## src/rtl/rdl_apb_adapter.sv

```systemverilog
// -----------------------------------------------------------------------------
// rdl_apb_adapter
//
// APB4 completer that turns each bus transfer into a single-cycle register
// strobe for the generated register block, then returns the registered read
// data / error response after a fixed latency (plus WaitStates extra cycles).
//
// Timing of one transfer (W = WaitStates):
//   setup cycle     : psel=1, penable=0 sampled in IDLE -> request captured
//   access cycle 1  : STROBE, reg_we or reg_re high, reg_rdata/reg_err sampled
//   access cycles 2..1+W : WAIT
//   access cycle 2+W: RESP, pready=1 with registered prdata/pslverr
//
// Parameters
//   AW         byte-address width of paddr / reg_addr
//   DW         data width (32 or 64); strobe width is DW/8
//   WaitStates extra wait cycles (0..15) between the strobe and pready
//
// Ports
//   clk, rst                      clock (rising edge), async active-low reset
//   psel, penable, pwrite         APB control
//   paddr, pwdata, pstrb          APB address / write data / byte strobes
//   pready, prdata, pslverr       APB response (all registered)
//   reg_we, reg_re                one-cycle write / read strobes to decode
//   reg_addr, reg_wdata, reg_be   word-aligned address, write data, enables
//   reg_rdata, reg_err            read data and error from the decode mux
// -----------------------------------------------------------------------------
module rdl_apb_adapter #(
  parameter int unsigned AW         = 12,
  parameter int unsigned DW         = 32,
  parameter int unsigned WaitStates = 0
) (
  input  logic            clk,
  input  logic            rst,
  input  logic            psel,
  input  logic            penable,
  input  logic            pwrite,
  input  logic [AW-1:0]   paddr,
  input  logic [DW-1:0]   pwdata,
  input  logic [DW/8-1:0] pstrb,
  output logic            pready,
  output logic [DW-1:0]   prdata,
  output logic            pslverr,
  output logic            reg_we,
  output logic            reg_re,
  output logic [AW-1:0]   reg_addr,
  output logic [DW-1:0]   reg_wdata,
  output logic [DW/8-1:0] reg_be,
  input  logic [DW-1:0]   reg_rdata,
  input  logic            reg_err
);

  localparam int unsigned BW   = DW / 8;
  localparam int unsigned OFFW = $clog2(BW);

  // Only the low four bits of WaitStates are meaningful (range 0..15).
  localparam bit         HasWait  = (WaitStates > 32'd0);
  localparam logic [3:0] WaitLoad = HasWait ? 4'(WaitStates - 32'd1) : 4'd0;

  typedef enum logic [1:0] {
    S_IDLE   = 2'd0,
    S_STROBE = 2'd1,
    S_WAIT   = 2'd2,
    S_RESP   = 2'd3
  } state_e;

  // True when the byte-offset bits of an address are all zero.
  function automatic logic is_aligned(input logic [AW-1:0] a);
    return (a[OFFW-1:0] == {OFFW{1'b0}});
  endfunction

  // Address with the byte-offset bits forced to zero.
  function automatic logic [AW-1:0] word_addr(input logic [AW-1:0] a);
    return {a[AW-1:OFFW], {OFFW{1'b0}}};
  endfunction

  state_e          state_q,     state_d;
  logic [3:0]      wait_cnt_q,  wait_cnt_d;
  logic            wr_q,        wr_d;
  logic            misalign_q,  misalign_d;
  logic            strobed_q,   strobed_d;
  logic [DW-1:0]   hold_data_q, hold_data_d;
  logic            hold_err_q,  hold_err_d;
  logic            pready_q,    pready_d;
  logic [DW-1:0]   prdata_q,    prdata_d;
  logic            pslverr_q,   pslverr_d;
  logic            reg_we_q,    reg_we_d;
  logic            reg_re_q,    reg_re_d;
  logic [AW-1:0]   reg_addr_q,  reg_addr_d;
  logic [DW-1:0]   reg_wdata_q, reg_wdata_d;
  logic [BW-1:0]   reg_be_q,    reg_be_d;

  logic [DW-1:0]   samp_data_s;
  logic            samp_err_s;

  // Response captured at the end of the STROBE cycle. A misaligned access
  // reports an error without ever strobing; reg_err only counts when a strobe
  // was actually issued (a pstrb==0 write never reaches decode).
  always_comb begin
    samp_err_s = misalign_q | (strobed_q & reg_err);
    if (!wr_q && strobed_q && !reg_err) begin
      samp_data_s = reg_rdata;
    end else begin
      samp_data_s = {DW{1'b0}};
    end
  end

  // Next-state and registered-output logic of the transfer FSM.
  always_comb begin
    state_d     = state_q;
    wait_cnt_d  = wait_cnt_q;
    wr_d        = wr_q;
    misalign_d  = misalign_q;
    strobed_d   = strobed_q;
    hold_data_d = hold_data_q;
    hold_err_d  = hold_err_q;
    reg_addr_d  = reg_addr_q;
    reg_wdata_d = reg_wdata_q;
    reg_be_d    = reg_be_q;
    // Strobes and the response are single-cycle pulses unless set below.
    pready_d    = 1'b0;
    prdata_d    = {DW{1'b0}};
    pslverr_d   = 1'b0;
    reg_we_d    = 1'b0;
    reg_re_d    = 1'b0;

    case (state_q)
      S_IDLE: begin
        // Only a setup phase starts a transfer; penable=1 here is ignored.
        if (psel && !penable) begin
          wr_d       = pwrite;
          misalign_d = !is_aligned(paddr);
          reg_addr_d = word_addr(paddr);
          wait_cnt_d = 4'd0;
          if (pwrite) begin
            reg_wdata_d = pwdata;
            if (is_aligned(paddr)) begin
              reg_be_d = pstrb;
            end else begin
              reg_be_d = {BW{1'b0}};
            end
            strobed_d = is_aligned(paddr) && (pstrb != {BW{1'b0}});
            reg_we_d  = is_aligned(paddr) && (pstrb != {BW{1'b0}});
          end else begin
            reg_be_d  = {BW{1'b0}};
            strobed_d = is_aligned(paddr);
            reg_re_d  = is_aligned(paddr);
          end
          state_d = S_STROBE;
        end else begin
          state_d = S_IDLE;
        end
      end

      S_STROBE: begin
        hold_data_d = samp_data_s;
        hold_err_d  = samp_err_s;
        // Abort: the strobe already issued stands, but no response is given.
        if (!psel) begin
          state_d = S_IDLE;
        end else if (HasWait) begin
          wait_cnt_d = WaitLoad;
          state_d    = S_WAIT;
        end else begin
          pready_d  = 1'b1;
          prdata_d  = samp_data_s;
          pslverr_d = samp_err_s;
          state_d   = S_RESP;
        end
      end

      S_WAIT: begin
        if (!psel) begin
          wait_cnt_d = 4'd0;
          state_d    = S_IDLE;
        end else if (wait_cnt_q == 4'd0) begin
          pready_d  = 1'b1;
          prdata_d  = hold_data_q;
          pslverr_d = hold_err_q;
          state_d   = S_RESP;
        end else begin
          wait_cnt_d = wait_cnt_q - 4'd1;
          state_d    = S_WAIT;
        end
      end

      S_RESP: begin
        // pready is high during this cycle; the master completes on this edge.
        state_d = S_IDLE;
      end

      default: begin
        state_d = S_IDLE;
      end
    endcase
  end

  // State and output registers with asynchronous active-low reset.
  always_ff @(posedge clk or negedge rst) begin
    if (!rst) begin
      state_q     <= S_IDLE;
      wait_cnt_q  <= 4'd0;
      wr_q        <= 1'b0;
      misalign_q  <= 1'b0;
      strobed_q   <= 1'b0;
      hold_data_q <= {DW{1'b0}};
      hold_err_q  <= 1'b0;
      pready_q    <= 1'b0;
      prdata_q    <= {DW{1'b0}};
      pslverr_q   <= 1'b0;
      reg_we_q    <= 1'b0;
      reg_re_q    <= 1'b0;
      reg_addr_q  <= {AW{1'b0}};
      reg_wdata_q <= {DW{1'b0}};
      reg_be_q    <= {BW{1'b0}};
    end else begin
      state_q     <= state_d;
      wait_cnt_q  <= wait_cnt_d;
      wr_q        <= wr_d;
      misalign_q  <= misalign_d;
      strobed_q   <= strobed_d;
      hold_data_q <= hold_data_d;
      hold_err_q  <= hold_err_d;
      pready_q    <= pready_d;
      prdata_q    <= prdata_d;
      pslverr_q   <= pslverr_d;
      reg_we_q    <= reg_we_d;
      reg_re_q    <= reg_re_d;
      reg_addr_q  <= reg_addr_d;
      reg_wdata_q <= reg_wdata_d;
      reg_be_q    <= reg_be_d;
    end
  end

  assign pready    = pready_q;
  assign prdata    = prdata_q;
  assign pslverr   = pslverr_q;
  assign reg_we    = reg_we_q;
  assign reg_re    = reg_re_q;
  assign reg_addr  = reg_addr_q;
  assign reg_wdata = reg_wdata_q;
  assign reg_be    = reg_be_q;

endmodule

```

## config.mk

```make
export PLATFORM = sky130hd
export DESIGN_NAME = rdl_apb_adapter
export DESIGN_NICKNAME = d
export VERILOG_FILES = /design/src/rtl/rdl_apb_adapter.sv
export SDC_FILE = /design/constraint.sdc
export NUM_CORES = 1
export LEC_CHECK = 0
export CORE_ASPECT_RATIO = 2
export CORE_MARGIN = 2
export CORE_UTILIZATION = 35
export CTS_BUF_LIST = sky130_fd_sc_hd__clkbuf_8
export DETAILED_ROUTE_END_ITERATION = 8
export HOLD_SLACK_MARGIN = 0.1
export SYNTH_ARGS = -nofsm -noshare
export SYNTH_HDL_FRONTEND = slang
export SYNTH_SLANG_ARGS = --single-unit
export TNS_END_PERCENT = 10
```

## constraint.sdc

```tcl
create_clock -name clk -period 2 [get_ports clk]
set_clock_uncertainty 0.1 [all_clocks]
set_input_delay 0.4 -clock clk [delete_from_list [all_inputs] [get_ports clk]]
set_output_delay 0.4 -clock clk [all_outputs]
set_load 0.05 [all_outputs]
```

* After elaboration in Yosys (flattened, before gate mapping)
Index checks and enable logic that the tools add are counted. W data, S select, Z words.
Word-level totals: flip-flop bits (word level) 124, bits of input ports 86, output and inout port bits 84
Cells by class: add/subtract/negate cells 1, equality and inequality tests 5, multiplexer cells 31, bitwise logic cells 2, reductions and logical operators 16
Operator list (count):
- $mux W32 | 4
- $pmux W32 S2 | 1
- $mux W4 | 5
- $mux W1 | 15
- $pmux W2 S4 | 1
- $pmux W4 S2 | 1
- $reduce_and A3 Y1 | 2
- $eq A2 B2 Y1 const B | 2
- $logic_and A1 B1 Y1 | 4
- $logic_not A1 Y1 | 4
- $logic_not A2 Y1 | 2
- $logic_not A4 Y1 | 1
- $mux W2 | 2
- $pmux W1 S2 | 2
- $reduce_bool A4 Y1 | 1
- $sub A4 B1 Y4 const B | 1
- $ne A3 B3 Y1 const B | 1
- $eq A2 B1 Y1 const B | 1
- $ne A2 B2 Y1 const B | 1
- $reduce_and A2 Y1 | 1
- $reduce_bool A2 Y1 | 1
- $and A1 B1 Y1 | 1
- $or A1 B1 Y1 | 1

* Depth between registers and ports, before layout
word-level depth 6, gate-level depth with buffers 7, gate-level depth less buffers 5

* Worst setup path after synthesis
No wires, ideal clock.
path type register to register, start point register state_q[0], end point register reg_wdata_q[25] (netlist: reg_wdata[25]), library setup time 0.128 ns, arrival 1.389 ns, required time 1.772 ns, setup slack 0.383 ns, cell stages (with the launch flop) 6, clock period less this slack 1.617 ns, cell sequence dfrtp_1 inv_1 ha_1 nand4b_4 buf_4 mux2_1
Between the ends: longest elaborated chain between the ends 2
Ends and longest elaborated chain:
- from (decl) | line 77 | state_e state_q, state_d;
- from (signal assigned) | line 217 | state_q <= state_d;
- $logic_not A2 Y1 | line 127 | case (state_q)
- $reduce_and A3 Y1 (no line)
- to (signal assigned) | line 214 | reg_wdata_q <= {DW{1'b0}};
- to (signal assigned) | line 230 | reg_wdata_q <= reg_wdata_d;
- to (decl) | line 90 | logic [DW-1:0] reg_wdata_q, reg_wdata_d;
Every way passes these cells. A chain may end at the register's enable or synchronous reset.

* Worst setup path after layout
start point register prdata_q[27] (netlist: prdata[27]), end point output port prdata[27]
RTL lines:
- from (decl) | line 85 | logic [DW-1:0] prdata_q, prdata_d;
- from (signal assigned) | line 209 | prdata_q <= {DW{1'b0}};
- from (signal assigned) | line 225 | prdata_q <= prdata_d;
- to (decl) | line 42 | output logic [DW-1:0] prdata,
No word-level cell between the ends.

==> flow_metrics.env <==
export IMPL_status="completed"
export IMPL_numCtsBuffers=17
export IMPL_fin_util=0.510
export IMPL_max_stage_delay_ps=550
export IMPL_power_internal_mw=4.70
export IMPL_antenna_left=0
export IMPL_row_count=62
export IMPL_crit_chain="dlygate4sd2_1"
export IMPL_first_iter_violations=221
export IMPL_synthDistinctLibCells=38
export IMPL_cap_violations=0
export IMPL_worst_pin_slew_ps=510
export IMPL_mostFrequentLayoutCells="dfrtp_1, clkdlybuf4s50_1, nand3_1"
export IMPL_finalCritPeriodShare=0.925
export IMPL_clkLatencyLatePin_ps=440
export IMPL_viasPerCell=4.78
export IMPL_grt_max_degree=62
export IMPL_layout_nets=709
export IMPL_dieArea_mm2=0.0157
export IMPL_netlist_area_mm2=0.00512
export IMPL_crit_family="buffers and inverters"
export IMPL_clkTransAtPathRegs_ps=90
export IMPL_ys_async_sr_fraction=1.00
export IMPL_clk_path_buf_depth=2
export IMPL_final_common_cell="dfrtp_1"
export IMPL_ctsHtreeMaxLevel=4
export IMPL_wl_per_cell_um=15.8
export IMPL_period_needed_ps=1850
export IMPL_hold_slack_ps=313
export IMPL_drt_total_wl_um=13000
export IMPL_path_class="reg2out"
export IMPL_syn_to_final_growth_pct=42.9
export IMPL_firstDrtPassIters=4
export IMPL_critPathMaxFanout=1
export IMPL_cts_num_sinks=124
export IMPL_worst_path_buf_inv=1
export IMPL_die_h_um=175
export IMPL_antenna_found_initial=0
export IMPL_synthCells=450
export IMPL_powerDensity_mw_per_mm2=994
export IMPL_startpoint_type="flip-flop"
export IMPL_avgSynthCellArea_um2=11.4
export IMPL_power_mw=7.27
export IMPL_comb_power_share=0.279
export IMPL_grt_pass1_vias=4131
export IMPL_grt_pass1_wl_um=20800
export IMPL_numPlacedInstances=791
export IMPL_rsz0062_at_grt="false"
export IMPL_ir_drop_mv=0.443
export IMPL_start_util=0.357
export IMPL_grt_total_usage=0.174
export IMPL_seqPwrFrac=0.409
export IMPL_fmax_mhz=540
export IMPL_portBuffers=167
export IMPL_synth_edf_count=0
export IMPL_finalHoldViolations=0
export IMPL_endpoint_kind="output port"
export IMPL_antenna_cells=0
export IMPL_ys_ff_latch=124
export IMPL_dp_hpwl_um=9100
export IMPL_clockPowerShare=0.312
export IMPL_crit_arrival_ps=1350
export IMPL_seq_area_frac_synth=0.606
export IMPL_maxSlewHeadroom=0.661
export IMPL_gp_congestion=0.735
export IMPL_drive_above_1_share=0.203
export IMPL_hold_class="in2async"
export IMPL_setup_viol=0
export IMPL_ys_flop_type="dfrtp_1"
export IMPL_vias=3941
export IMPL_cts_root_buf="clkbuf_8"
export IMPL_drv_slew=0
export IMPL_die_x_um=89.5
export IMPL_crit_slowest_cell="dlygate4sd2_1"
export IMPL_p_sw_frac=0.354
export IMPL_yosysWarningCount=0
export IMPL_drc=0
export IMPL_ios=170
export IMPL_layout_cells_non_filler=824
export IMPL_required_ps=1500
export IMPL_core_area_mm2=0.0144
export IMPL_leakage_nw=3.29
export IMPL_cts_tree="done"
export IMPL_reg2reg_slack_ps=260
export IMPL_grt_overflow=0
export IMPL_p_sw_mw=2.57
-- timing repair --
| item | CTS | global route |
|---|---|---|
| hold buffers | 1 | 0 |
| setup buffers | 0 | 0 |
| endpoints found under the hold margin | 23 | 0 |
| setup endpoints to repair | 44 | 0 |
| resized for setup | 44 | 0 |
-- routing by layer --
layer	GRT usage	part of all wire	wire (um)
met1	0.185	0.36	4690
met2	0.315	0.57	7420
met3	0.0354	0.038	494
met4	0.0840	0.032	419
met5	0	0	0
-- worst register-to-register path: stages (launching register included) --
cell,delay [ps]
dfrtp_1,390
inv_1,80
ha_1,170
and4bb_2,270
buf_12,240
nand3_1,140
a21boi_0,260
-- logic make-up (layout without fill, tap and decap cells) --
group / count (synthesis) / count (layout) / share of synthesized area
compound gates: 79 / 79 / 0.0990
simple gates: 131 / 131 / 0.131
other cells: 1 / 2 / 0.000732
buf+inv: 68 / 249 / 0.0594
mux: 43 / 43 / 0.0943
flops: 124 / 124 / 0.606
fa+ha+maj: 4 / 4 / 0.00977
-- synth_stat cells, types with 3 or more instances --
| cell type | number | share of area |
|---|---|---|
| a21boi_0 | 30 | 0.044 |
| a21boi_1 | 3 | 0.0044 |
| a22o_1 | 4 | 0.0068 |
| buf_2 | 9 | 0.0088 |
| buf_4 | 10 | 0.015 |
| clkbuf_1 | 12 | 0.0088 |
| dfrtp_1 | 124 | 0.61 |
| ha_1 | 4 | 0.0098 |
| inv_1 | 36 | 0.026 |
| mux2_2 | 40 | 0.088 |
| nand2_1 | 39 | 0.029 |
| nand3_1 | 69 | 0.067 |
| nor2_1 | 4 | 0.0029 |
| nor4_1 | 3 | 0.0037 |
| o21ai_0 | 34 | 0.033 |
-- worst paths after layout --
kind | from | endpoint | cells after the start
setup / recovery | prdata[27] | prdata[27] | 1
hold / removal | rst | reg_wdata[14] | 2
setup reg to reg | state_q[1] | prdata[24] | 6
hold reg to reg | wr_q | wr_q | 2
max in group asynchronous | rst | reg_wdata[3] | 3
min in group clk | wr_q | wr_q | 2
-- final cells by class --
cell class	instances	area (um2)
inverters	36	135
fillers	1299	7030
flip-flops and latches	124	3100
clock inverters	14	160
well taps	192	240
repair buffers	181	1710
clock buffers	18	248
multi-input cells	259	1720
-- power groups by stage --
stage	sequential (mW)	clock, mW	combinational (mW)
3_3_place_gp	3.01	0	2.08
6_report	2.97	2.27	2.03
2_1_floorplan	3.86	0	0.432
3_5_place_dp	3.03	0	2.11
4_1_cts	2.97	2.34	2.06
5_1_grt	3.02	2.45	2.12
-- flip-flops by register name, indices dropped and copies added, names as in the netlist --
register and flops:
hold_err_q 1, reg_re 1, prdata 32, reg_be 4, reg_wdata 32, hold_data_q 32, reg_we 1, reg_addr 10
misalign_q 1, pslverr 1, pready 1, strobed_q 1, wait_cnt_q 4, state_q 2, wr_q 1
-- stage by stage --
stage	cell area [um2]	setup slack (ps)	TNS (ps)
after CTS	7320	115	0
after detailed placement	6960	-16.2	-34.8
after global routing	7320	96.4	0
after global placement	6960	3.13	0
final	7320	149	0
after floorplan	5120	383	0
(Power assumes the default switching activity.)
